File: src/rtl/core_sequencer.sv
// core_sequencer
//   Multi-cycle control FSM for the RV32I core. It steps each instruction
//   through FETCH, DECODE, EXECUTE, MEM and WB, drives the memory request
//   handshakes and the write strobes, and halts on an illegal opcode or a
//   memory timeout.
//
// Parameters
//   DWIDTH  : width of the performance counters
//   TIMEOUT : max wait cycles for imem/dmem ready before an error halt (0 = off)
//
// Build option
//   PERF_COUNTERS_EN : when defined, retired_o/cycles_o are live counters;
//                      when undefined they are tied to zero and no flops exist.
//
// Ports
//   clk, rst           : clock, synchronous active-high reset
//   opcode_i           : opcode from the decode stage
//   br_taken_i         : branch comparison result, valid in EXECUTE
//   imem_ready_i       : instruction memory returns data this cycle
//   dmem_ready_i       : data memory completes the access this cycle
//   imem_req_o         : instruction fetch request
//   insn_we_o          : latch fetched instruction into the IR
//   dmem_req_o         : data memory request
//   dmem_we_o          : data memory write (store)
//   rf_we_o            : register file write enable
//   pc_we_o            : PC update strobe
//   pc_sel_o           : PC source (0 pc+4, 1 pc+imm, 2 (rs1+imm)&~1)
//   state_o            : current state encoding
//   halted_o, err_o    : sticky halt / sticky timeout error
//   retired_o, cycles_o: performance counters
module core_sequencer #(
  parameter int unsigned DWIDTH  = 32,
  parameter int unsigned TIMEOUT = 16
) (
  input  logic              clk,
  input  logic              rst,
  input  logic [6:0]        opcode_i,
  input  logic              br_taken_i,
  input  logic              imem_ready_i,
  input  logic              dmem_ready_i,
  output logic              imem_req_o,
  output logic              insn_we_o,
  output logic              dmem_req_o,
  output logic              dmem_we_o,
  output logic              rf_we_o,
  output logic              pc_we_o,
  output logic [1:0]        pc_sel_o,
  output logic [2:0]        state_o,
  output logic              halted_o,
  output logic              err_o,
  output logic [DWIDTH-1:0] retired_o,
  output logic [DWIDTH-1:0] cycles_o
);

  typedef enum logic [2:0] {
    S_FETCH   = 3'd0,
    S_DECODE  = 3'd1,
    S_EXECUTE = 3'd2,
    S_MEM     = 3'd3,
    S_WB      = 3'd4,
    S_HALT    = 3'd5
  } state_t;

  localparam logic [6:0] OP_RTYPE  = 7'b0110011;
  localparam logic [6:0] OP_IMM    = 7'b0010011;
  localparam logic [6:0] OP_LOAD   = 7'b0000011;
  localparam logic [6:0] OP_JALR   = 7'b1100111;
  localparam logic [6:0] OP_STORE  = 7'b0100011;
  localparam logic [6:0] OP_BRANCH = 7'b1100011;
  localparam logic [6:0] OP_LUI    = 7'b0110111;
  localparam logic [6:0] OP_AUIPC  = 7'b0010111;
  localparam logic [6:0] OP_JAL    = 7'b1101111;

  // Wait counter only ever needs to reach TIMEOUT-1.
  localparam int unsigned TLAST = (TIMEOUT == 0) ? 0 : TIMEOUT - 1;
  localparam int unsigned TW    = (TLAST < 2) ? 1 : $clog2(TLAST + 1);

  state_t        state;
  state_t        nxt;
  logic [6:0]    opcode_q;
  logic [TW-1:0] tmo_cnt;
  logic          halted_q;
  logic          err_q;

  logic          imem_req;
  logic          insn_we;
  logic          dmem_req;
  logic          dmem_we;
  logic          rf_we;
  logic          pc_we;
  logic [1:0]    pc_sel;
  logic          legal_op;
  logic          tmo_expire;

  always_comb begin
    case (opcode_i)
      OP_RTYPE, OP_IMM, OP_LOAD, OP_JALR, OP_STORE,
      OP_BRANCH, OP_LUI, OP_AUIPC, OP_JAL: legal_op = 1'b1;
      default:                             legal_op = 1'b0;
    endcase
  end

  assign tmo_expire = (TIMEOUT != 0) && (tmo_cnt == TW'(TLAST));

  // Next state and strobes. Ready takes priority over expiry, so a response
  // in the last allowed cycle still completes normally.
  always_comb begin
    nxt      = state;
    imem_req = 1'b0;
    insn_we  = 1'b0;
    dmem_req = 1'b0;
    dmem_we  = 1'b0;
    rf_we    = 1'b0;
    pc_we    = 1'b0;
    pc_sel   = 2'd0;
    case (state)
      S_FETCH: begin
        imem_req = 1'b1;
        if (imem_ready_i) begin
          insn_we = 1'b1;
          nxt     = S_DECODE;
        end else if (tmo_expire) begin
          nxt = S_HALT;
        end
      end
      S_DECODE: begin
        nxt = legal_op ? S_EXECUTE : S_HALT;
      end
      S_EXECUTE: begin
        if (opcode_q == OP_BRANCH) begin
          pc_we  = 1'b1;
          pc_sel = br_taken_i ? 2'd1 : 2'd0;
          nxt    = S_FETCH;
        end else if (opcode_q == OP_LOAD || opcode_q == OP_STORE) begin
          nxt = S_MEM;
        end else begin
          nxt = S_WB;
        end
      end
      S_MEM: begin
        dmem_req = 1'b1;
        dmem_we  = (opcode_q == OP_STORE);
        if (dmem_ready_i) begin
          if (opcode_q == OP_STORE) begin
            pc_we = 1'b1;
            nxt   = S_FETCH;
          end else begin
            nxt = S_WB;
          end
        end else if (tmo_expire) begin
          nxt = S_HALT;
        end
      end
      S_WB: begin
        rf_we = 1'b1;
        pc_we = 1'b1;
        if (opcode_q == OP_JAL)       pc_sel = 2'd1;
        else if (opcode_q == OP_JALR) pc_sel = 2'd2;
        else                          pc_sel = 2'd0;
        nxt = S_FETCH;
      end
      default: begin
        nxt = S_HALT;
      end
    endcase
  end

  always_ff @(posedge clk) begin
    if (rst) begin
      state    <= S_FETCH;
      opcode_q <= '0;
      tmo_cnt  <= '0;
      halted_q <= 1'b0;
      err_q    <= 1'b0;
    end else begin
      state <= nxt;
      if (state == S_DECODE) begin
        opcode_q <= opcode_i;
      end
      if (nxt == S_HALT && state != S_HALT) begin
        halted_q <= 1'b1;
        // Only the two wait states can reach HALT by expiry.
        if (state == S_FETCH || state == S_MEM) begin
          err_q <= 1'b1;
        end
      end
      // Any state change clears the count, which covers entry to FETCH/MEM.
      if (nxt != state) begin
        tmo_cnt <= '0;
      end else if ((state == S_FETCH || state == S_MEM) && TIMEOUT != 0) begin
        tmo_cnt <= tmo_cnt + 1'b1;
      end
    end
  end

  // Everything is forced low while reset is held, including registered state.
  assign imem_req_o = imem_req & ~rst;
  assign insn_we_o  = insn_we  & ~rst;
  assign dmem_req_o = dmem_req & ~rst;
  assign dmem_we_o  = dmem_we  & ~rst;
  assign rf_we_o    = rf_we    & ~rst;
  assign pc_we_o    = pc_we    & ~rst;
  assign pc_sel_o   = rst ? 2'd0 : pc_sel;
  assign state_o    = rst ? 3'd0 : state;
  assign halted_o   = halted_q & ~rst;
  assign err_o      = err_q    & ~rst;

`ifdef PERF_COUNTERS_EN
  logic [DWIDTH-1:0] retired_q;
  logic [DWIDTH-1:0] cycles_q;

  always_ff @(posedge clk) begin
    if (rst) begin
      retired_q <= '0;
      cycles_q  <= '0;
    end else begin
      if (state != S_HALT) cycles_q <= cycles_q + 1'b1;
      if (pc_we)           retired_q <= retired_q + 1'b1;
    end
  end

  assign retired_o = rst ? '0 : retired_q;
  assign cycles_o  = rst ? '0 : cycles_q;
`else
  assign retired_o = '0;
  assign cycles_o  = '0;
`endif

endmodule

File: config.mk
export PLATFORM = sky130hd
export DESIGN_NAME = core_sequencer
export DESIGN_NICKNAME = d
export VERILOG_FILES = /design/src/rtl/core_sequencer.sv
export SDC_FILE = /design/constraint.sdc
export NUM_CORES = 1
export LEC_CHECK = 0
export CAP_MARGIN = 10
export CORE_MARGIN = 2
export CORE_UTILIZATION = 54
export CTS_BUF_LIST = sky130_fd_sc_hd__clkbuf_8
export DETAILED_ROUTE_END_ITERATION = 16
export DONT_BUFFER_PORTS = 1
export GPL_ROUTABILITY_DRIVEN = 1
export GPL_TIMING_DRIVEN = 0
export PLACE_DENSITY = 0.7
export SYNTH_ARGS = -nofsm -noshare
export SYNTH_HDL_FRONTEND = slang
export SYNTH_SLANG_ARGS = --single-unit
File: constraint.sdc
create_clock -name clk -period 3.95 [get_ports clk]
set_clock_uncertainty 0.05 [all_clocks]
set_input_delay 0.9875 -clock clk [delete_from_list [all_inputs] [get_ports clk]]
set_output_delay 0.9875 -clock clk [all_outputs]
set_load 0.02 [all_outputs]
==> flow_summary.toml <==
[setup_path]
r2r_start = "state[0]$_SDFF_PP0_"
rrSetupSlack_ns = 2.10
crit_path_max_incr_delay_ns = 0.83
crit_chain = "clkbuf_1, inv_1, and3_1, nor4bb_1"
critPathLaunchType = "primary input"
slowest_stage = "nor4bb_1"
arrival_ns = 2.55
r2r-end = "err_q$_SDFFE_PP0P_"
crit_end = "pc_sel_o[1]"
cp.required_ns = 2.91
critical_path_class = "primary input to output pin"
critPathMaxFanout = 10
crit_path_end_kind = "output pin"
crit_start = "rst"
rr_worst_depth = 5

[floorplanning]
rows = 19
die_w_um = 58.65
pin_count = 89
die_area_sq_um = 3440
initial_core_util = 0.5749
die_y_um = 58.65
core_sq_um = 2805

[cells_and_area]
stdcell_count = 296
nFillCells = 265
insertedDiodeCount = 0
final_cell_area_sq_um = 1929
synthToLayoutAreaGrowth_pct = 19.63
final_util = 0.6878
drive_gt1_frac = 0.3094
final_net_count = 280

[global_routing]
antenna_found_initial = 0
grt_pass1_wl_um = 4919
grt_use_total = 0.1763
grt_max_degree = 11
grt_overflow = 0
first_global_vias = 1082

[pwr]
pwr-share-seq = 0.351
pwr-share-comb = 0.424
p_leak_nw = 1.009
switching_share = 0.3780
p_sw_mw = 0.2020
peakVddDrop_mv = 0.2568
p_per_area_nw_per_um2 = 276.9
p_int_mw = 0.3323
pwr-share-clk = 0.225

[sta]
timing.fmax_ghz = 0.2787
setup_tns_ns = 0
period_share = 0.9085
post-route-min-period_ns = 3.589
layout_setup_ws_ns = 0.3613
rsz0062_at_grt = "no"
maxSlewViolCount = 0
worst_pin_slew_ns = 1.009
setup_viol = 0
slew_headroom = 0.3209
timing_hold_violations_final = 0

[placed_design]
placed_cells = 293
io_buffers = 0
dp_hpwl_um = 2627
routabilityCongestion = 0.8905
pre_cts_ws_ns = 0.3538
post_dp_cell_area_sq_um = 1888

[clock_network]
clk_pin_slew_ns = 0.06
cts_tree = "yes"
cts-buffers-inserted = 3
ctsHtreeMaxLevel = 1
cts_hold_buf = 0
clock_latency_ns = 0.25
cts-resized-gates = 0
clk_path_buf_depth = 2
cts_setup_buffers = 0
cts_sinks = 16
cts_root_buffer = "clkbuf_8"

[detailed_routing]
wl_per_cell_um = 10.75
vias = 1347
route.detailed.drc = 10
wirelength_um = 3181
drtIter0Drc = 33
firstDrtPassIters = 10
via_per_inst = 4.551
ant_nets = 0

[job]
maxCapViolCount = 0

[logic_synthesis]
synth_top_area_frac = 0.2979
synthMostInstantiatedCell = "buf_4"
avgSynthCellArea_sq_um = 8.105
ys_ff_latch = 16
yosysWarnings = 0
synth_area_leaders = "buf_4, dfxtp_1, mux2i_1"
synth_area_sq_um = 1613
synth-edff-count = 0
synth_flop_cell = "dfxtp_1"
synthCells = 199
yosysSeqAreaShare = 0.1986
synthArstFlopShare = 0
ys_types = 56
yosys.area.top_type = "buf_4"
synth_commonest_cells = "buf_4, dfxtp_1, nor2_1"

[status]
status = "finished, violations left"
violations = "DRC"

[worst_hold_path]
holdCritPathClass = "register to register"
how the worst min path moves through the flow:
stage / from / endpoint / slack [ns] / cells after the start
2_1_floorplan: halted_q$_SDFFE_PP0P_ / halted_q$_SDFFE_PP0P_ / 0.37 / 2
3_3_place_gp: halted_q$_SDFFE_PP0P_ / halted_q$_SDFFE_PP0P_ / 0.38 / 2
3_5_place_dp: halted_q$_SDFFE_PP0P_ / halted_q$_SDFFE_PP0P_ / 0.42 / 2
4_1_cts: err_q$_SDFFE_PP0P_ / err_q$_SDFFE_PP0P_ / 0.43 / 2
5_1_grt: halted_q$_SDFFE_PP0P_ / halted_q$_SDFFE_PP0P_ / 0.44 / 2
6_report: halted_q$_SDFFE_PP0P_ / halted_q$_SDFFE_PP0P_ / 0.42 / 2
layer usage:
metal / share of wire / GRT usage
met4: 0.0031 / 0.03896
met5: 0 / 0
met2: 0.45 / 0.2809
met1: 0.44 / 0.2432
met3: 0.12 / 0.04176
per-stage QoR:
stage          hold slack [ns]  total power, mW
2_1_floorplan           0.3702           0.3925
3_3_place_gp            0.3816           0.4121
3_5_place_dp            0.4154           0.4128
4_1_cts                 0.4270           0.5326
5_1_grt                 0.4356           0.5637
6_report                0.4186           0.5343
power groups by stage:
stage	Clock (mW)	Sequential (mW)	Combinational (mW)
after floorplan	0	0.187	0.205
final	0.120	0.187	0.226
after detailed placement	0	0.191	0.222
after global routing	0.128	0.189	0.247
after CTS	0.122	0.187	0.223
after global placement	0	0.190	0.222
cell families (layout without fill, tap and decap cells):
| logic type | Yosys count | count (layout) | synth area share |
|---|---|---|---|
| buf+inv | 76 | 79 | 0.3328 |
| simple gates | 66 | 66 | 0.2366 |
| compound gates | 27 | 27 | 0.1490 |
| flops | 16 | 16 | 0.1986 |
| mux | 9 | 9 | 0.05663 |
| xor+xnor | 3 | 3 | 0.01629 |
| fa+ha+maj | 1 | 1 | 0.007757 |
| other cells | 1 | 64 | 0.002325 |
cell usage in the layout (no fill, tap or decap), drive strengths merged, types with 2 or more instances in the layout:
cell	synthesis	layout
buf	69	69
conb	1	64
dfxtp	16	16
nor2	14	14
mux2i	8	8
nor4	7	7
nand2	7	7
nor2b	7	7
inv	6	6
nor3	6	6
and2	5	5
a21oi	5	5
nand2b	4	4
clkbuf	1	4
nand3	3	3
o21ai	3	3
and3	3	3
nand4	2	2
xor2	2	2
area by class of cell:
type	count	area, sq um	share of cell area
Buffer	70	514.2	0.2665
Sequential cell	16	320.3	0.1660
Inverter	6	22.52	0.01167
Tap cell	31	38.79	0.02010
Clock buffer	3	41.29	0.02140
Multi-Input combinational cell	170	992.2	0.5143
critical path, delay by kind of cell:
family	cells	cell delay [ns]
AND/OR/NAND/NOR	2	1.17
buffers and inverters	2	0.39
registers in the layout, indices dropped and copies added, names as in the netlist:
| register | cells |
|---|---|
| opcode_q | 7 |
| halted_q | 1 |
| state | 3 |
| err_q | 1 |
| tmo_cnt | 4 |
(Power assumes the default switching activity.)
